==> src/rtl/bram_stream_reader_pkg.sv <==
// ---------------------------------------------------------------------------
// bram_stream_reader_pkg
// Shared definitions for the block-RAM stream reader: default bus widths
// (kept in step with the bRAM port B), FSM state encoding and the FIFO
// depth rule that hides the RAM read latency.
// ---------------------------------------------------------------------------
package bram_stream_reader_pkg;

    localparam int ADDR_W_DEFAULT = 19;
    localparam int DATA_W_DEFAULT = 16;
    localparam int LEN_W_DEFAULT  = 20;
    localparam int RD_LAT_DEFAULT = 1;

    typedef enum logic [1:0] {
        ST_IDLE  = 2'd0,
        ST_RUN   = 2'd1,
        ST_DRAIN = 2'd2
    } state_t;

    // RD_LAT words can be in flight plus two more buffered, which is enough
    // to keep one word per cycle flowing once the pipeline is full.
    function automatic int fifo_depth(input int rd_lat);
        return rd_lat + 2;
    endfunction

    localparam int FIFO_DEPTH = fifo_depth(RD_LAT_DEFAULT);

endpackage

==> src/rtl/bram_stream_reader_if.sv <==
// ---------------------------------------------------------------------------
// bram_stream_reader_if
// Groups the reader's command, bRAM port B and output stream signals.
//   command : start, base_addr, length -> busy, done
//   bRAM    : bram_addrb, bram_enb -> bram_doutb
//   stream  : m_data, m_valid, m_last -> m_ready
// master = the reader, slave = the surrounding environment.
// ---------------------------------------------------------------------------
interface bram_stream_reader_if
    import bram_stream_reader_pkg::*;
#(
    parameter int ADDR_W = ADDR_W_DEFAULT,
    parameter int DATA_W = DATA_W_DEFAULT,
    parameter int LEN_W  = LEN_W_DEFAULT
);
    logic              start;
    logic [ADDR_W-1:0] base_addr;
    logic [LEN_W-1:0]  length;
    logic              busy;
    logic              done;

    logic [ADDR_W-1:0] bram_addrb;
    logic              bram_enb;
    logic [DATA_W-1:0] bram_doutb;

    logic [DATA_W-1:0] m_data;
    logic              m_valid;
    logic              m_ready;
    logic              m_last;

    modport master (
        input  start, base_addr, length, bram_doutb, m_ready,
        output busy, done, bram_addrb, bram_enb, m_data, m_valid, m_last
    );

    modport slave (
        output start, base_addr, length, bram_doutb, m_ready,
        input  busy, done, bram_addrb, bram_enb, m_data, m_valid, m_last
    );
endinterface

==> src/rtl/bram_stream_reader_sync_fifo.sv <==
// ---------------------------------------------------------------------------
// sync_fifo
// Generic first-word-fall-through FIFO with occupancy count. The head entry
// is visible on o_rdata whenever o_count != 0.
//   clk, rst_n : clock, synchronous active-low reset
//   i_push     : write i_wdata
//   i_pop      : consume head (ignored when empty)
//   o_rdata    : head entry
//   o_count    : number of stored entries
// ---------------------------------------------------------------------------
module sync_fifo #(
    parameter int DEPTH = 3,
    parameter int WIDTH = 17
) (
    input  logic                         clk,
    input  logic                         rst_n,
    input  logic                         i_push,
    input  logic [WIDTH-1:0]             i_wdata,
    input  logic                         i_pop,
    output logic [WIDTH-1:0]             o_rdata,
    output logic [$clog2(DEPTH+1)-1:0]   o_count
);
    localparam int CNT_W = $clog2(DEPTH + 1);
    localparam int PTR_W = (DEPTH > 1) ? $clog2(DEPTH) : 1;

    logic [WIDTH-1:0] r_mem [DEPTH];
    logic [PTR_W-1:0] r_wr_ptr;
    logic [PTR_W-1:0] r_rd_ptr;
    logic [CNT_W-1:0] r_count;
    logic             w_pop;

    function automatic logic [PTR_W-1:0] ptr_inc(input logic [PTR_W-1:0] p);
        return (p == PTR_W'(DEPTH - 1)) ? '0 : p + PTR_W'(1);
    endfunction

    assign w_pop = i_pop && (r_count != '0);

    always_ff @(posedge clk) begin
        if (i_push) begin
            r_mem[r_wr_ptr] <= i_wdata;
        end
    end

    always_ff @(posedge clk) begin
        if (!rst_n) begin
            r_wr_ptr <= '0;
            r_rd_ptr <= '0;
            r_count  <= '0;
        end else begin
            if (i_push) r_wr_ptr <= ptr_inc(r_wr_ptr);
            if (w_pop)  r_rd_ptr <= ptr_inc(r_rd_ptr);
            case ({i_push, w_pop})
                2'b10:   r_count <= r_count + CNT_W'(1);
                2'b01:   r_count <= r_count - CNT_W'(1);
                default: ;
            endcase
        end
    end

    assign o_rdata = r_mem[r_rd_ptr];
    assign o_count = r_count;

    // A push into a full FIFO is only safe when the head leaves in the same cycle.
    a_no_overflow: assert property (@(posedge clk) disable iff (!rst_n)
        !(i_push && !w_pop && (r_count == CNT_W'(DEPTH))));

endmodule

==> src/rtl/bram_stream_reader.sv <==
// ---------------------------------------------------------------------------
// bram_stream_reader
// Streams length words starting at base_addr out of bRAM port B as a
// valid/ready stream with m_last on the final word. Reads are issued only
// when a FIFO slot is guaranteed, so backpressure never drops a word.
//   clk   : system clock (also bRAM clkb)
//   rst_n : synchronous active-low reset
//   bus   : command, bRAM port B and output stream (master modport)
//
//   state    | meaning
//   ST_IDLE  | waiting for start; zero-length start answers with done only
//   ST_RUN   | issuing reads while words remain and credit is available
//   ST_DRAIN | all reads issued; waiting for the last word to be accepted
// ---------------------------------------------------------------------------
module bram_stream_reader
    import bram_stream_reader_pkg::*;
#(
    parameter int ADDR_W = ADDR_W_DEFAULT,
    parameter int DATA_W = DATA_W_DEFAULT,
    parameter int RD_LAT = RD_LAT_DEFAULT,
    parameter int LEN_W  = LEN_W_DEFAULT
) (
    input  logic                 clk,
    input  logic                 rst_n,
    bram_stream_reader_if.master bus
);
    localparam int DEPTH = fifo_depth(RD_LAT);
    localparam int CNT_W = $clog2(DEPTH + 1);
    localparam int OCC_W = $clog2(2 * DEPTH + 1);

    state_t            r_state;
    state_t            w_state_nxt;
    logic [ADDR_W-1:0] r_base;
    logic [LEN_W-1:0]  r_len;
    logic [LEN_W-1:0]  r_issued;
    logic [RD_LAT-1:0] r_vld_sr;
    logic [RD_LAT-1:0] r_last_sr;
    logic              r_done;

    logic              w_accept;
    logic              w_enb;
    logic              w_done_nxt;
    logic              w_issue_last;
    logic              w_push;
    logic              w_pop;
    logic              w_fifo_valid;
    logic              w_head_last;
    logic [CNT_W-1:0]  w_fifo_count;
    logic [DATA_W:0]   w_fifo_head;
    logic [OCC_W-1:0]  w_occ;

    assign w_accept     = bus.start && (bus.length != '0);
    assign w_issue_last = (r_issued == r_len - LEN_W'(1));
    // Outstanding words: reads still in the RAM pipeline plus words buffered.
    assign w_occ        = OCC_W'($countones(r_vld_sr)) + OCC_W'(w_fifo_count);
    assign w_push       = r_vld_sr[RD_LAT-1];
    assign w_fifo_valid = (w_fifo_count != '0);
    assign w_head_last  = w_fifo_head[DATA_W];
    assign w_pop        = w_fifo_valid && bus.m_ready;

    always_ff @(posedge clk) begin
        if (!rst_n) r_state <= ST_IDLE;
        else        r_state <= w_state_nxt;
    end

    always_comb begin
        w_state_nxt = r_state;
        unique case (r_state)
            ST_IDLE:  if (w_accept)                  w_state_nxt = ST_RUN;
            ST_RUN:   if (w_enb && w_issue_last)     w_state_nxt = ST_DRAIN;
            ST_DRAIN: if (w_pop && w_head_last)      w_state_nxt = ST_IDLE;
            default:                                 w_state_nxt = ST_IDLE;
        endcase
    end

    always_comb begin
        w_enb      = 1'b0;
        w_done_nxt = 1'b0;
        unique case (r_state)
            ST_IDLE:  w_done_nxt = bus.start && (bus.length == '0);
            ST_RUN:   w_enb      = (w_occ < OCC_W'(DEPTH));
            ST_DRAIN: w_done_nxt = w_pop && w_head_last;
            default:  ;
        endcase
    end

    always_ff @(posedge clk) begin
        if (!rst_n) begin
            r_base    <= '0;
            r_len     <= '0;
            r_issued  <= '0;
            r_vld_sr  <= '0;
            r_last_sr <= '0;
            r_done    <= 1'b0;
        end else begin
            r_done    <= w_done_nxt;
            // Valid/last ride alongside each read through the RAM latency.
            r_vld_sr  <= (r_vld_sr << 1) | RD_LAT'(w_enb);
            r_last_sr <= (r_last_sr << 1) | RD_LAT'(w_enb && w_issue_last);
            if ((r_state == ST_IDLE) && w_accept) begin
                r_base   <= bus.base_addr;
                r_len    <= bus.length;
                r_issued <= '0;
            end else if (w_enb) begin
                r_issued <= r_issued + LEN_W'(1);
            end
        end
    end

    sync_fifo #(
        .DEPTH (DEPTH),
        .WIDTH (DATA_W + 1)
    ) u_fifo (
        .clk     (clk),
        .rst_n   (rst_n),
        .i_push  (w_push),
        .i_wdata ({r_last_sr[RD_LAT-1], bus.bram_doutb}),
        .i_pop   (w_pop),
        .o_rdata (w_fifo_head),
        .o_count (w_fifo_count)
    );

    assign bus.bram_enb   = w_enb;
    assign bus.bram_addrb = r_base + ADDR_W'(r_issued);
    assign bus.busy       = (r_state != ST_IDLE);
    assign bus.done       = r_done;
    assign bus.m_valid    = w_fifo_valid;
    assign bus.m_data     = w_fifo_valid ? w_fifo_head[DATA_W-1:0] : '0;
    assign bus.m_last     = w_fifo_valid && w_head_last;

endmodule

==> src/flat_wrapper.sv <==
// flat-port wrapper written by rule: the top's interface ports become plain ports
module bram_stream_reader_flat import bram_stream_reader_pkg::*;
#(
    parameter int ADDR_W = ADDR_W_DEFAULT,
    parameter int DATA_W = DATA_W_DEFAULT,
    parameter int RD_LAT = RD_LAT_DEFAULT,
    parameter int LEN_W  = LEN_W_DEFAULT
)
  (clk, rst_n, bus_start, bus_base_addr, bus_length, bus_bram_doutb, bus_m_ready, bus_busy, bus_done, bus_bram_addrb, bus_bram_enb, bus_m_data, bus_m_valid, bus_m_last);
  bram_stream_reader_if #(.ADDR_W(ADDR_W), .DATA_W(DATA_W), .LEN_W(LEN_W)) bus_i ();
  input  logic clk;
  input  logic rst_n;
  input wire logic [$bits(bus_i.start)-1:0] bus_start;
  input wire logic [$bits(bus_i.base_addr)-1:0] bus_base_addr;
  input wire logic [$bits(bus_i.length)-1:0] bus_length;
  input wire logic [$bits(bus_i.bram_doutb)-1:0] bus_bram_doutb;
  input wire logic [$bits(bus_i.m_ready)-1:0] bus_m_ready;
  output wire logic [$bits(bus_i.busy)-1:0] bus_busy;
  output wire logic [$bits(bus_i.done)-1:0] bus_done;
  output wire logic [$bits(bus_i.bram_addrb)-1:0] bus_bram_addrb;
  output wire logic [$bits(bus_i.bram_enb)-1:0] bus_bram_enb;
  output wire logic [$bits(bus_i.m_data)-1:0] bus_m_data;
  output wire logic [$bits(bus_i.m_valid)-1:0] bus_m_valid;
  output wire logic [$bits(bus_i.m_last)-1:0] bus_m_last;
  assign bus_i.start = bus_start;
  assign bus_i.base_addr = bus_base_addr;
  assign bus_i.length = bus_length;
  assign bus_i.bram_doutb = bus_bram_doutb;
  assign bus_i.m_ready = bus_m_ready;
  assign bus_busy = bus_i.busy;
  assign bus_done = bus_i.done;
  assign bus_bram_addrb = bus_i.bram_addrb;
  assign bus_bram_enb = bus_i.bram_enb;
  assign bus_m_data = bus_i.m_data;
  assign bus_m_valid = bus_i.m_valid;
  assign bus_m_last = bus_i.m_last;
  bram_stream_reader #(.ADDR_W(ADDR_W), .DATA_W(DATA_W), .RD_LAT(RD_LAT), .LEN_W(LEN_W)) u_core (.clk(clk), .rst_n(rst_n), .bus(bus_i));
endmodule
==> config.mk <==
export PLATFORM = sky130hd
export DESIGN_NAME = bram_stream_reader_flat
export DESIGN_NICKNAME = d
export VERILOG_FILES = /design/src/rtl/bram_stream_reader_pkg.sv /design/src/rtl/bram_stream_reader_if.sv /design/src/rtl/bram_stream_reader_sync_fifo.sv /design/src/rtl/bram_stream_reader.sv /design/src/flat_wrapper.sv
export SDC_FILE = /design/constraint.sdc
export NUM_CORES = 1
export LEC_CHECK = 0
export BUFFER_PORTS_ARGS = -buffer_cell sky130_fd_sc_hd__buf_4
export CORE_MARGIN = 2
export CORE_UTILIZATION = 60
export CTS_BUF_LIST = sky130_fd_sc_hd__clkbuf_8
export DETAILED_ROUTE_END_ITERATION = 8
export GPL_ROUTABILITY_DRIVEN = 0
export PLACE_DENSITY_LB_ADDON = 0.12
export RECOVER_POWER = 100
export REMOVE_ABC_BUFFERS = 1
export SKIP_LAST_GASP = 1
export SYNTH_ARGS = -nofsm -noshare
export SYNTH_HDL_FRONTEND = slang
export SYNTH_SLANG_ARGS = --single-unit
==> constraint.sdc <==
create_clock -name clk -period 4.3 [get_ports clk]
set_input_delay 0.86 -clock clk [delete_from_list [all_inputs] [get_ports clk]]
set_output_delay 0.86 -clock clk [all_outputs]
set_load 0.01 [all_outputs]
==> impl_metrics.tcl, run 1 <==
set metrics [dict create \
    post-cts-setup-buffers 0 \
    p_leak_nw 2.88 \
    yosys_most_used_dff "dfxtp_1" \
    finalHoldViolCount 0 \
    area_growth_pct 16.9 \
    hpwl_mm 10.0 \
    dr.pass1.iters 5 \
    htreeDepth 4 \
    fp-row-count 37 \
    die_area_um2 11300 \
    wl_per_cell_um 15.5 \
    num_vias 5150 \
    insertion_delay_ns 0.42 \
    required_ns 3.44 \
    ctsHoldBuffers 0 \
    start_kind "flop" \
    rsz0062_at_grt "no" \
    p_total_mw 3.00 \
    grt_pass1_wl_mm 23.3 \
    ant_nets 0 \
    ys_types 62 \
    die_h_um 106 \
    cts_tree "yes" \
    synth_seq_cells 123 \
    hold_depth 0 \
    ioPinCount 99 \
    synth_edf_count 51 \
    cts_made_buffers 17 \
    fin_setup_tns_ns 0 \
    syn_area_um2 6250 \
    root_buffer "clkbuf_8" \
    path_buf_inv 1 \
    antenna_cells 0 \
    cts_resized 0 \
    maxSlewHeadroom_pct 17.5 \
    slew_violations 0 \
    cp_max_fo 10 \
    cpPeakStageDelay_ns 0.53 \
    cts.sink_count 123 \
    seq_area_frac_synth_pct 47.5 \
    worstPathCellList "ha_1 > nor2b_1 > o31ai_1 > a21oi_1 > a221o_1 > a21oi_1 > nor2_1 > a211oi_1 > clkbuf_1" \
    synthCells 670 \
    crit_top_cell "a21oi_1" \
    finalCritPeriodShare_pct 91.8 \
    min_to "u_core.u_fifo.r_mem[1][16]$_DFFE_PP_" \
    ir_drop_uv 210 \
    cp_data_arrival_time_ns 3.09 \
    crit_type "flop to primary output" \
    grt_antenna_before_repair 0 \
    max_freq_mhz 253 \
    placeableCoreArea_um2 10200 \
    fin_nets 847 \
    power_density_nw_per_um2 411 \
    grt_pass1_vias 5166 \
    finalSetupViolCount 0 \
    r2r_slack_ns 1.47 \
    drv_cap 0 \
    min_path_type "flop to flop" \
    drc 0 \
    wirelength_mm 14.1 \
    min-delay-start "u_core.r_last_sr$_SDFF_PN0_" \
    finalCriticalPeriod_ns 3.95 \
    grt_max_degree 35 \
    path_clk_slew_ns 0.08 \
    grt_util_all_layers_pct 25.7 \
    cp_slowest_cell "dfxtp_1" \
    synth_area_per_cell_um2 9.34 \
    grt_overflow 0 \
    post_route_cells_drive_above_1_share_pct 11.3 \
    async_flop_share_pct 0 \
    r2r-start "u_core.u_fifo.o_count[0]$_SDFFE_PN0P_" \
    end_kind "primary output" \
    status "finished, final reports clean" \
    io_buffer_count 98 \
    rr_endpoint "u_core.r_state[0]$_SDFFE_PN0P_" \
    crit_family "compound AO/OA/AOI/OAI gates" \
    yosys_warnings 0 \
    die_w_um 106 \
    ff2ff_path_depth 9 \
    drt_iter0_drc 340 \
    worstMarginPinSlew_ns 1.24 \
    vias_per_cell 5.64 \
    final.setup_skew_ns 0.0106 \
    clk_path_buf_depth 2 \
    start_util_pct 61.1 \
]
[cell families (layout without fill, tap and decap cells)]
| family | count (synthesis) | count (layout) | share of synthesized area, % |
|---|---|---|---|
| buffers and inverters | 44 | 151 | 3.00 |
| flip-flops | 123 | 123 | 47.5 |
| AO/OA/AOI/OAI | 127 | 127 | 12.1 |
| XOR/XNOR | 63 | 63 | 8.82 |
| AND/OR/NAND/NOR | 270 | 270 | 20.6 |
| adder cells (fa/ha/maj) | 24 | 24 | 4.92 |
| multiplexers | 19 | 19 | 3.04 |
[where the power goes]
part	internal, mW	switching, mW
Sequential	1.26	0.0589
Combinational	0.200	0.278
Clock	0.706	0.502
[layer usage]
layer | wire length [um] | track usage [%] | share of wire [%]
met4 | 330 | 11.6 | 2.3
met1 | 6100 | 30.9 | 43
met5 | 0 | 0 | 0
met3 | 663 | 5.33 | 4.7
met2 | 7040 | 44.2 | 50
[cell usage after synthesis, types with 3 or more instances]
cell type | instances | area share (%)
inv_1 | 13 | 0.78
xor2_1 | 32 | 4.5
nor3b_1 | 3 | 0.36
nor2_1 | 80 | 4.8
and3_1 | 11 | 1.1
or3_1 | 5 | 0.50
buf_6 | 3 | 0.54
o21ai_1 | 3 | 0.24
nor3_1 | 11 | 0.88
or4_1 | 4 | 0.48
ha_1 | 23 | 4.6
a21boi_0 | 3 | 0.36
mux2i_1 | 19 | 3.0
edfxtp_1 | 51 | 24
xnor2_1 | 31 | 4.3
nand3_1 | 16 | 1.3
nand4_1 | 6 | 0.60
nor2b_1 | 5 | 0.50
a21o_1 | 5 | 0.60
o31ai_1 | 3 | 0.36
and2_1 | 5 | 0.50
dfxtp_1 | 72 | 23
a21oi_1 | 77 | 6.2
nor4_1 | 8 | 0.80
o21ai_0 | 12 | 0.96
clkbuf_1 | 26 | 1.6
nand2_1 | 95 | 5.7
[worst reg2reg max path, cell delays in order (launching register included)]
cell and delay (ns):
dfxtp_1 0.36, ha_1 0.21, ha_1 0.27, nand2_1 0.08, and3_1 0.41, nand4_1 0.13, a2111o_2 0.44, nor4_1 0.45
and2_0 0.24, a2111oi_2 0.07
[worst max path at each step]
stage	from	end	slack [ns]	depth (start not counted)
after CTS	u_core.r_issued[2]$_SDFFE_PP0P_	bus_bram_addrb[18]	0.35	9
after floorplan	u_core.r_issued[2]$_SDFFE_PP0P_	bus_bram_addrb[18]	1.21	8
after global routing	u_core.r_issued[2]$_SDFFE_PP0P_	bus_bram_addrb[18]	0.17	9
after global placement	u_core.r_issued[2]$_SDFFE_PP0P_	bus_bram_addrb[18]	0.96	9
after detailed placement	u_core.r_issued[2]$_SDFFE_PP0P_	bus_bram_addrb[18]	0.82	9
final	u_core.r_issued[2]$_SDFFE_PP0P_	bus_bram_addrb[18]	0.35	9
[cell usage in the layout, fill, tap and decap left out, types with 11 or more instances in the layout]
cell / n
inv_1: 14
ha_1: 23
o21ai_0: 13
nand3_1: 16
mux2i_1: 19
nand2_1: 95
buf_4: 42
clkbuf_8: 17
nor2_1: 79
a21oi_1: 77
clkbuf_1: 63
and3_1: 11
xnor2_1: 31
xor2_1: 32
dfxtp_1: 72
edfxtp_1: 51
nor3_1: 11
[state kept, by name, summed over array words and instances (netlist names), named ones only]
register and flops:
u_core.bus.done 1, u_core.r_base 19, u_core.r_issued 20, u_core.r_last_sr 1, u_core.r_len 20, u_core.r_state 2
u_core.r_vld_sr 1, u_core.u_fifo.o_count 2, u_core.u_fifo.r_mem 51, u_core.u_fifo.r_rd_ptr 2, u_core.u_fifo.r_wr_ptr 2
[cell type report]
type                            count  area [um2]
Tap cell                          136         170
Multi-Input combinational cell    503        3090
Fill cell                         809        2920
Inverter                           13        48.8
Clock buffer                       17         234
Sequential cell                   123        2970
Clock inverter                     15         234
Timing Repair Buffer              106         559
[per-stage QoR]
step	hold WS, ns	std cells	util [%]	worst slack [ns]	instance area [um2]
2_1_floorplan	0.421	639	-	1.21	6120
3_3_place_gp	0.424	881	69.3	0.956	7090
3_5_place_dp	0.441	881	69.3	0.817	7090
4_1_cts	0.459	913	73.9	0.355	7560
5_1_grt	0.483	913	71.4	0.170	7310
6_report	0.457	913	71.4	0.352	7310
(Power assumes the default switching activity.)
==> run 2: changes to the inputs <==
--- a/config.mk
+++ b/config.mk
@@ -11,7 +11,7 @@
 export CTS_BUF_LIST = sky130_fd_sc_hd__clkbuf_8
 export DETAILED_ROUTE_END_ITERATION = 8
 export GPL_ROUTABILITY_DRIVEN = 0
-export PLACE_DENSITY_LB_ADDON = 0.12
+export PLACE_DENSITY = 0.91
 export RECOVER_POWER = 100
 export REMOVE_ABC_BUFFERS = 1
 export SKIP_LAST_GASP = 1
==> run 2 against run 1 <==
  * Die area unchanged
  * Via count is 2.8% higher
  * Clock power fell by 13%
  * Maximum frequency down 0.87%
  * Wire length rose by 4.0%
  * Critical path type unchanged
  * Highest routed layer unchanged
  * Power down 5.3%
  * Combinational power hardly changed
  * Sequential power barely moved
==> impl_metrics.tcl, run 2 (synthesized netlist as in run 1, its figures left out) <==
set metrics [dict create \
    max_freq_mhz 251 \
    ant_nets 0 \
    r2r_slack_ns 1.46 \
    ioPinCount 99 \
    wl_per_cell_um 16.1 \
    area_growth_pct 15.8 \
    ff2ff_path_depth 5 \
    required_ns 3.44 \
    drv_cap 0 \
    post_route_cells_drive_above_1_share_pct 11.1 \
    crit_type "flop to primary output" \
    fp-row-count 37 \
    rr_endpoint "u_core.r_len[2]$_SDFFE_PN0P_" \
    cp_max_fo 10 \
    die_h_um 106 \
    drc 0 \
    regMostFlops "u_core.u_fifo.r_mem" \
    start_kind "flop" \
    hold_depth 2 \
    grt_max_degree 35 \
    status "finished, final reports clean" \
    drt_iter0_drc 396 \
    io_buffer_count 98 \
    layout_commonest_cell "nand2_1" \
    cts_resized 0 \
    wirelength_mm 14.7 \
    reg.largest.list "u_core.u_fifo.r_mem x51, u_core.r_issued x20, u_core.r_len x20" \
    finalCritPeriodShare_pct 92.6 \
    root_buffer "clkbuf_8" \
    die_area_um2 11300 \
    grt_overflow 0 \
    timing.hold.ws_ns 0.465 \
    antenna_cells 0 \
    finalHoldViolCount 0 \
    mostFrequentLayoutCells "nand2_1 (95), nor2_1 (80), a21oi_1 (77)" \
    worstMarginPinSlew_ns 1.21 \
    p_leak_nw 2.83 \
    cp_data_arrival_time_ns 3.12 \
    htreeDepth 4 \
    fin_nets 847 \
    min_path_type "flop to flop" \
    maxSlewHeadroom_pct 19.3 \
    dr.pass1.iters 5 \
    grt_pass1_vias 5284 \
    insertion_delay_ns 0.42 \
    setup_ws_ns 0.317 \
    fin_setup_tns_ns 0 \
    power_density_nw_per_um2 393 \
    cts_made_buffers 17 \
    grt_pass1_wl_mm 24.6 \
    vias_per_cell 5.80 \
    clk_path_buf_depth 2 \
    r2r-start "u_core.r_state[1]$_SDFFE_PN0P_" \
    placeableCoreArea_um2 10200 \
    start_util_pct 61.1 \
    slew_violations 0 \
    post-cts-setup-buffers 0 \
    die_w_um 106 \
    largest_reg_flops 51 \
    place_ws_ns 0.823 \
    num_vias 5295 \
    rsz0062_at_grt "no" \
    ir_drop_uv 230 \
    hpwl_mm 10.6 \
    path_clk_slew_ns 0.08 \
    finalSetupViolCount 0 \
    cts_tree "yes" \
    grt_util_all_layers_pct 27.3 \
    min_to "u_core.r_base[15]$_SDFFE_PN0P_" \
    cts.sink_count 123 \
    end_kind "primary output" \
    finalCriticalPeriod_ns 3.98 \
    final.setup_skew_ns 0.00948 \
    min-delay-start "u_core.r_base[15]$_SDFFE_PN0P_" \
    grt_antenna_before_repair 0 \
    ctsHoldBuffers 0 \
]
## run 2: layer usage
metal  wire length [um]  track usage (%)  share of wire (%)
met5                  0                0                  0
met3                885             5.89                6.0
met2               7370             47.9                 50
met4                362             11.2                2.5
met1               6080             32.4                 41
## run 2: stage by stage
stage / util (%) / cell area, um2 / std cells / total power [mW]
after floorplan: - / 6120 / 639 / 1.64
final: 70.8 / 7240 / 913 / 2.84
after detailed placement: 69.3 / 7090 / 881 / 1.87
after CTS: 73.4 / 7510 / 913 / 2.92
after global routing: 70.8 / 7240 / 913 / 2.97
after global placement: 69.3 / 7090 / 881 / 1.85
## run 2: worst max path at each step
stage / startpoint / endpoint / slack (ns) / cells after the start
4_1_cts: u_core.r_issued[2]$_SDFFE_PP0P_ / bus_bram_addrb[18] / 0.34 / 9
2_1_floorplan: u_core.r_issued[2]$_SDFFE_PP0P_ / bus_bram_addrb[18] / 1.21 / 8
6_report: u_core.r_issued[2]$_SDFFE_PP0P_ / bus_bram_addrb[18] / 0.32 / 9
5_1_grt: u_core.r_issued[0]$_SDFFE_PP0P_ / bus_bram_addrb[14] / 0.13 / 11
3_5_place_dp: u_core.r_issued[2]$_SDFFE_PP0P_ / bus_bram_addrb[18] / 0.82 / 9
3_3_place_gp: u_core.r_issued[2]$_SDFFE_PP0P_ / bus_bram_addrb[18] / 0.98 / 9
## run 2: power breakdown
group / switching [mW] / leakage, nW / internal [mW]
logic: 0.281 / 1.58 / 0.195
registers: 0.0588 / 1.05 / 1.26
clock network: 0.513 / 0.200 / 0.538
total: 0.852 / 2.83 / 1.99
## run 2: worst max-delay path, cell delays in order, from the launching register on
cell      delay, ns
dfxtp_1        0.55
ha_1           0.34
nor2b_1        0.17
o31ai_1        0.29
a21oi_1        0.19
a221o_1        0.40
a21oi_1        0.31
nor2_1         0.10
a211oi_1       0.18
clkbuf_1       0.17
## run 2: cell type report
cell class / instances / area [um2]
multi-input cells: 503 / 3090
fillers: 819 / 2990
flip-flops and latches: 123 / 2970
repair buffers: 106 / 552
clock buffers: 17 / 234
clock inverters: 15 / 178
well taps: 136 / 170
inverters: 13 / 48.8
